--- config.mk ---
export PLATFORM = sky130hd
export DESIGN_NAME = a2d_spi_resp
export DESIGN_NICKNAME = d
export VERILOG_FILES = /design/src/rtl/a2d_pkg.sv /design/src/rtl/a2d_spi_resp_sync_edge.sv /design/src/rtl/a2d_spi_resp.sv
export SDC_FILE = /design/constraint.sdc
export NUM_CORES = 1
export LEC_CHECK = 0
export CAP_MARGIN = 30
export CORE_MARGIN = 10
export CORE_UTILIZATION = 47
export CTS_CLUSTER_SIZE = 30
export DETAILED_ROUTE_END_ITERATION = 6
export MAX_ROUTING_LAYER = met4
export PLACE_DENSITY_LB_ADDON = 0.25
export SYNTH_ARGS = -nofsm -noshare
export SYNTH_HDL_FRONTEND = slang
export SYNTH_SLANG_ARGS = --single-unit
--- constraint.sdc ---
create_clock -name i_clk -period 2 [get_ports i_clk]
set_clock_uncertainty 0.2 [all_clocks]
set_input_delay 0.3 -clock i_clk [delete_from_list [all_inputs] [get_ports i_clk]]
set_output_delay 0.3 -clock i_clk [all_outputs]
set_load 0.01 [all_outputs]
--- src/rtl/a2d_pkg.sv ---
// rtl/a2d_pkg.sv - shared constants and state type for the A2D SPI responder
package a2d_pkg;

  localparam int FRAME_BITS = 16;
  localparam int NUM_CH     = 8;
  localparam int CH_W       = 3;
  localparam int RES_W      = 12;
  localparam int CH_MSB     = 13;
  localparam int CH_LSB     = 11;

  typedef enum logic [1:0] {
    IDLE  = 2'd0,
    SHIFT = 2'd1,
    DONE  = 2'd2
  } state_t;

endpackage

--- src/rtl/a2d_spi_resp_sync_edge.sv ---
// rtl/a2d_spi_resp_sync_edge.sv - 2-flop synchronizer with rise/fall event pulses
module sync_edge #(
  parameter logic RESET_VAL = 1'b1
) (
  input  logic i_clk,
  input  logic i_rst_n,
  input  logic i_async,
  output logic o_rise,
  output logic o_fall
);

  logic r_meta;
  logic r_sync;
  logic r_prev;

  // Two stages to settle metastability, a third to hold history for edge detect.
  // Reset to the pin's idle level so release of reset never fakes an edge.
  always_ff @(posedge i_clk or negedge i_rst_n) begin
    if (!i_rst_n) begin
      r_meta <= RESET_VAL;
      r_sync <= RESET_VAL;
      r_prev <= RESET_VAL;
    end else begin
      r_meta <= i_async;
      r_sync <= r_meta;
      r_prev <= r_sync;
    end
  end

  assign o_rise = r_sync & ~r_prev;
  assign o_fall = ~r_sync & r_prev;

endmodule

--- src/rtl/a2d_spi_resp.sv ---
// rtl/a2d_spi_resp.sv - SPI responder modelling an 8-channel 12-bit A2D converter
module a2d_spi_resp #(
  parameter int FRAME_BITS = a2d_pkg::FRAME_BITS,
  parameter int NUM_CH     = a2d_pkg::NUM_CH
) (
  input  logic                      i_clk,
  input  logic                      i_rst_n,
  input  logic                      i_ss_n,
  input  logic                      i_sclk,
  input  logic                      i_mosi,
  output logic                      o_miso,
  input  logic                      i_wr_en,
  input  logic [a2d_pkg::CH_W-1:0]  i_wr_chnnl,
  input  logic [a2d_pkg::RES_W-1:0] i_wr_data,
  output logic [a2d_pkg::CH_W-1:0]  o_cmd_chnnl,
  output logic                      o_frame_done
);

  import a2d_pkg::*;

  localparam int                 CNT_W     = $clog2(FRAME_BITS + 1);
  localparam logic [CNT_W-1:0]   C_LAST    = CNT_W'(FRAME_BITS);
  localparam logic [CNT_W-1:0]   C_LAST_M1 = CNT_W'(FRAME_BITS - 1);

  logic                  w_sclk_rise;
  logic                  w_sclk_fall;
  logic                  w_ss_rise;
  logic                  w_ss_fall;
  logic [FRAME_BITS-1:0] w_load;

  logic                  r_mosi_meta;
  logic                  r_mosi_sync;
  logic [RES_W-1:0]      r_regs [NUM_CH];
  state_t                r_state;
  logic [FRAME_BITS-1:0] r_tx;
  logic [CH_MSB:0]       r_rx;
  logic [CNT_W-1:0]      r_bit_cnt;
  logic [CH_W-1:0]       r_cmd_chnnl;
  logic                  r_frame_done;

  sync_edge #(.RESET_VAL(1'b1)) u_sync_sclk (
    .i_clk   (i_clk),
    .i_rst_n (i_rst_n),
    .i_async (i_sclk),
    .o_rise  (w_sclk_rise),
    .o_fall  (w_sclk_fall)
  );

  sync_edge #(.RESET_VAL(1'b1)) u_sync_ss (
    .i_clk   (i_clk),
    .i_rst_n (i_rst_n),
    .i_async (i_ss_n),
    .o_rise  (w_ss_rise),
    .o_fall  (w_ss_fall)
  );

  // MOSI needs only alignment with the synchronized SCLK, not edge events.
  always_ff @(posedge i_clk or negedge i_rst_n) begin
    if (!i_rst_n) begin
      r_mosi_meta <= 1'b0;
      r_mosi_sync <= 1'b0;
    end else begin
      r_mosi_meta <= i_mosi;
      r_mosi_sync <= r_mosi_meta;
    end
  end

  // Host-side channel value store; writes land on the next clock edge.
  always_ff @(posedge i_clk or negedge i_rst_n) begin
    if (!i_rst_n) begin
      for (int i = 0; i < NUM_CH; i++) begin
        r_regs[i] <= '0;
      end
    end else if (i_wr_en) begin
      r_regs[i_wr_chnnl] <= i_wr_data;
    end
  end

  // Response word: zero-padded value of the channel named by the previous frame.
  always_comb begin
    w_load = '0;
    w_load[RES_W-1:0] = r_regs[r_cmd_chnnl];
  end

  // Frame sequencing: snapshot on select, shift on SCLK, commit channel on deselect.
  always_ff @(posedge i_clk or negedge i_rst_n) begin
    if (!i_rst_n) begin
      r_state      <= IDLE;
      r_tx         <= '0;
      r_rx         <= '0;
      r_bit_cnt    <= '0;
      r_cmd_chnnl  <= '0;
      r_frame_done <= 1'b0;
    end else begin
      r_frame_done <= 1'b0;
      unique case (r_state)
        IDLE: begin
          if (w_ss_fall) begin
            r_tx      <= w_load;
            r_bit_cnt <= '0;
            r_state   <= SHIFT;
          end
        end
        SHIFT: begin
          if (w_ss_rise) begin
            // Deselect before the last bit: drop the frame, keep the old channel.
            r_state <= IDLE;
          end else begin
            if (w_sclk_rise) begin
              r_rx      <= {r_rx[CH_MSB-1:0], r_mosi_sync};
              r_bit_cnt <= r_bit_cnt + 1'b1;
              if (r_bit_cnt == C_LAST_M1) begin
                r_state <= DONE;
              end
            end
            // The first falling edge precedes any sample, so bit 15 stays put.
            if (w_sclk_fall && (r_bit_cnt != '0) && (r_bit_cnt < C_LAST)) begin
              r_tx <= {r_tx[FRAME_BITS-2:0], 1'b0};
            end
          end
        end
        DONE: begin
          if (w_ss_rise) begin
            r_cmd_chnnl  <= r_rx[CH_MSB:CH_LSB];
            r_frame_done <= 1'b1;
            r_state      <= IDLE;
          end
        end
        default: r_state <= IDLE;
      endcase
    end
  end

  assign o_miso       = (r_state != IDLE) & r_tx[FRAME_BITS-1];
  assign o_cmd_chnnl  = r_cmd_chnnl;
  assign o_frame_done = r_frame_done;

endmodule

After elaboration in Yosys (flattened, before gate mapping)
Index checks and enable logic that the tools add are counted.
{ "totals": {"regBits": 145, "inputBits": 21} }
{ "op_classes": {"bitwise_logic": 12, "muxes": 22, "n_lt_le_gt_ge": 4, "addsub": 1, "n_eq_ne": 10, "reduce_logical": 12} }
{ "ops": {"columns": ["cell", "n"], "rows": [
  ["$bwmux W96", 1],
  ["$mux W16", 3],
  ["$bmux W12 S3", 1],
  ["$demux W12 S3", 1],
  ["$mux W12", 3],
  ["$pmux W16 S2", 1],
  ["$mux W5", 3],
  ["$reduce_and A4 Y1", 3],
  ["$mux W2", 5],
  ["$pmux W5 S2", 1],
  ["$ge A4 B4 Y1 const B", 2],
  ["$not A3 Y4", 2],
  ["$ne A2 B1 Y1 const B", 3],
  ["$pmux W2 S3", 1],
  ["$add A5 B1 Y5 const B", 1],
  ["$and A1 B1 Y1", 5],
  ["$eq A5 B4 Y1 const B", 1],
  ["$lt A5 B5 Y1 const B", 1],
  ["$not A1 Y1", 5],
  ["$reduce_bool A5 Y1", 1],
  ["$lt A4 B1 Y1 const B", 1],
  ["$ne A2 B2 Y1 const B", 2],
  ["$reduce_bool A2 Y1", 2],
  ["$logic_and A1 B1 Y1", 3],
  ["other kinds (8)", 9]
]} }

Logic depth before layout (Yosys ltp)
{ "logic_depth": {"depth_word": 7, "ltp_mapped": 7, "ltp_nobuf": 6} }

By module
From an unflattened synthesis, not the netlist that was laid out.
{ "hier_totals": {"hier_cells": 435, "hier_area_um2": 6442.4} }
{ "by_module_without_submodules": {"columns": ["mod", "instances", "cells_each", "area_each_um2"], "rows": [
  ["a2d_spi_resp", 1, 425, 6254.7],
  ["sync_edge", 2, 5, 93.8]
]} }

Least setup slack after synthesis
Ideal clock, no wire load.
{ "synth_path": {"path_type": "register -> register", "start": "reg r_bit_cnt[0]", "end": "reg r_tx[2]", "synth_period_minus_slack_ps": 1812, "slack_ps": 188, "setup_time_ps": 126, "path_buffers": 1, "arrival_ps": 1487, "required_ps": 1674, "path_stages_with_launch": 8, "cell_sequence": "dfrtp_1 inv_1 ha_1 nor3b_1 nor4b_4 a21oi_1 buf_2 o2bb2ai_1"} }
{ "synth_via": {"elab_chain_cells": 5} }
{ "synth_lines": {"columns": ["item", "line_no", "source"], "rows": [
  ["from (decl)", "a2d_spi_resp.sv:37", "logic [CNT_W-1:0] r_bit_cnt;"],
  ["from (signal assigned)", "a2d_spi_resp.sv:111", "r_bit_cnt <= r_bit_cnt + 1'b1;"],
  ["branches (longest 2 deep; another with $lt A5 B5 Y1)", null, null],
  ["$logic_and A1 B1 Y1 *", "a2d_spi_resp.sv:117", "if (w_sclk_fall && (r_bit_cnt != '0) && (r_bit_cnt < C_LAST)) begin"],
  ["$ne A2 B2 Y1 (no line) *", null, null],
  ["$reduce_and A4 Y1 (no line) *", null, null],
  ["to (signal assigned)", "a2d_spi_resp.sv:99", "r_tx <= w_load;"],
  ["to (signal assigned)", "a2d_spi_resp.sv:118", "r_tx <= {r_tx[FRAME_BITS-2:0], 1'b0};"],
  ["to (decl)", "a2d_spi_resp.sv:35", "logic [FRAME_BITS-1:0] r_tx;"]
]} }
Mark *: on every way between the ends.
A chain may end at the register's enable or synchronous reset.

Final worst setup path
{ "layout_path": {"start": "reg r_bit_cnt[1]", "end": "reg r_tx[11]"} }
Same word-level chain as after synthesis.

==> reports/summary.txt <==
Final-report setup violation count = 0
Final hold viol count = 0
Layout cells sized above 1 = 0.418
Full die area = 0.0187 mm^2
RSZ-0062 raised after global routing = yes
Mapped Nets = 475
Post-Synth Adder-Cell Area = 0.00585
Final antenna-violating net count = 0
Initial cell density of the core = 0.483
Nets = 537
CP Max Fanout = 8
Power per cell area = 1080 mW/mm^2
Post-synthesis async set-or-reset flop share = 1.00
IO buf count = 25
Critical path type = flop to flop
Core area = 0.0133 mm^2
Final hold slack = 86.0 ps
Global route total overflow = 0
Total vias in the final route = 3,957
Mux share of post-synthesis cell area = 0.277
Post-synthesis simple-gate area fraction = 0.0491
DR top layer = met4
Metal-1 WL = 6.32 mm
IO Pins = 26
Distinct cells, synth = 41
Fmax = 0.505 GHz
Final core utilization = 0.598
Clock Latency Late Sink = 420 ps
Row cnt = 42
Avg Vias per Cell = 5.64
Pre-CTS setup slack = -130 ps
Register area share after synthesis = 0.566
Final Critical Period = 1980 ps
Number of global-route vias before repair = 4,197
CTS max path bufs = 2
Initial DRC Count = 275
Drt wl/cell = 19.4 um
Initial antenna violation count = 0
Critical path endpoint category = flop
Worst VDD drop = 0.000673 V
Synthesized flop and latch total = 145
Syn Inst Count = 451
Crit path arrival time = 2110 ps
1st-pass router iterations = 5
Final wirelength = 13.6 mm
Slew Viols, Final = 0
# H-tree levels = 4
CTS tree = done
Clock-pin slew on the worst setup and hold paths = 60 ps
Largest family of logic cells by synthesized area = multiplexers
Syn_area_per_cell = 14.2 um^2
EDFF count, synth = 0
Worst Hold Class = primary input to flop
CP required = 2130 ps
Gpl congestion = 0.761
Slew headroom = 0.607
Final worst slack = 18.0 ps
Chip width = 137 um
CP startpoint kind = flop
Total of max-cap violations = 0
Pleak = 3.33 nW
Largest net degree at the start of global routing = 44
Detailed Place HPWL = 8.90 mm
TritonCTS Buffers = 17
Ys Warns = 0
Clock root buffer = clkbuf_16
Final period util = 0.991
CTS Sinks = 145
Synth Area in XOR/XNOR = 0
Main synth FF type = dfrtp_1
Met2 WL = 6.66 mm
Number of remaining DRC errors = 0
Die H = 137 um
Synth-to-Final Area Change = 23.8%
Mapped Area = 0.00642 mm^2
N_diodes = 0
Total GRT Usage = 0.156
First-pass GRT wire length = 22.0 mm
Status = finished clean
WL met3 = 425 um
Worst-Margin Slew = 589 ps
Compound-Gate Fraction of Synth Area = 0.0741
-- flip-flops by register name, indices dropped and copies added, names as in the netlist --
signal	count
u_sync_sclk.r_meta	1
r_bit_cnt	5
o_frame_done	1
r_rx	14
r_mosi_meta	1
u_sync_ss.r_sync	1
r_tx	16
r_mosi_sync	1
o_cmd_chnnl	3
r_regs	96
u_sync_ss.r_meta	1
u_sync_sclk.r_sync	1
r_state	2
u_sync_ss.r_prev	1
u_sync_sclk.r_prev	1
-- stage by stage --
stage | TNS (ps) | std cells | area, um^2 | power, mW
global placement | -2250 | 663 | 7130 | 5.22
floorplan | 0 | 451 | 6420 | 4.80
global route | -235 | 702 | 7950 | 9.02
detailed placement | -4280 | 663 | 7130 | 5.31
finish | 0 | 702 | 7950 | 8.62
CTS | -5.70 | 700 | 7820 | 8.61
-- critical path: stages, from the launching register on --
cell and delay [ps]:
dfrtp_1 350, inv_1 60, ha_2 160, nor3b_4 150, nor4b_4 370, buf_6 190
buf_12 130, a31oi_1 80, o2bb2ai_1 200
-- final cells by class --
type | instances | area, um^2
clock buffers | 22 | 474
clock inverters | 10 | 131
fillers | 1015 | 5350
inverters | 5 | 18.8
multi-input cells | 275 | 2710
flip-flops and latches | 145 | 3640
well taps | 176 | 220
repair buffers | 69 | 751
-- where the power goes --
group,switching (mW),internal (mW)
Combinational,0.596,0.833
Sequential,0.356,3.59
Clock,1.19,2.05
Total,2.14,6.48
-- synth_stat cells, drive strengths merged (6+ instances only) --
master / instances / share of area
dfrtp: 139 / 0.54
mux2: 113 / 0.20
mux2i: 37 / 0.058
buf: 23 / 0.023
a22oi: 18 / 0.021
a21oi: 14 / 0.011
a31oi: 12 / 0.012
o2bb2ai: 11 / 0.015
and3: 6 / 0.0058
dfstp: 6 / 0.025
mux4: 6 / 0.021
nand2: 6 / 0.0035
nor2: 6 / 0.0035
nor2b: 6 / 0.0062
-- cells by family after synthesis --
kind of cell / count (synthesis)
mux: 156
flops: 145
compound gates: 68
simple gates: 48
buf+inv: 31
fa+ha+maj: 3
-- placed cells by master (no fill, tap or decap), types with 3 or more instances in the layout --
cell,instances
dfrtp_1,135
mux2_2,108
a31o_2,3
buf_4,29
clkbuf_16,18
mux2i_1,37
mux2_1,5
nor2b_1,5
a22oi_1,18
buf_12,11
bufinv_16,3
o2bb2ai_1,10
nor2_1,6
a21oi_1,13
nand4b_1,3
mux4_2,6
dfrtp_2,4
nand2b_1,5
clkinv_2,5
a31oi_1,9
inv_1,5
clkdlybuf4s50_1,23
dfstp_2,6
nand2_1,5
clkbuf_8,3
and3_1,4
-- metal layers --
metal,global-route usage,vias up
met5,-,-
met4,0.0615,0
met3,0.0330,16
met2,0.238,74
met1,0.199,2051
li1,-,1816
-- final timing paths --
path / depth (start not counted) / slack [ps] / endpoint / startpoint
max in group asynchronous: 3 / 820 / u_sync_ss.r_sync / i_rst_n
setup reg to reg: 8 / 20 / r_tx[11] / r_bit_cnt[1]
hold reg to reg: 0 / 150 / r_mosi_sync / r_mosi_meta
setup / recovery: 8 / 20 / r_tx[11] / r_bit_cnt[1]
hold / removal: 1 / 90 / u_sync_ss.r_meta / i_ss_n
min in group asynchronous: 2 / 150 / r_regs[56] / i_rst_n
-- what timing repair did --
action / 4_1_cts / 5_1_grt
gates resized for setup: 9 / 16
endpoints found under the hold margin: 141 / 0
setup buffers: 4 / 2
pin swaps: 0 / 9
setup endpoints to repair: 20 / 18
gates cloned: 0 / 1
hold buffers: 1 / 0
No activity file was read; power rests on OpenSTA's default activity.
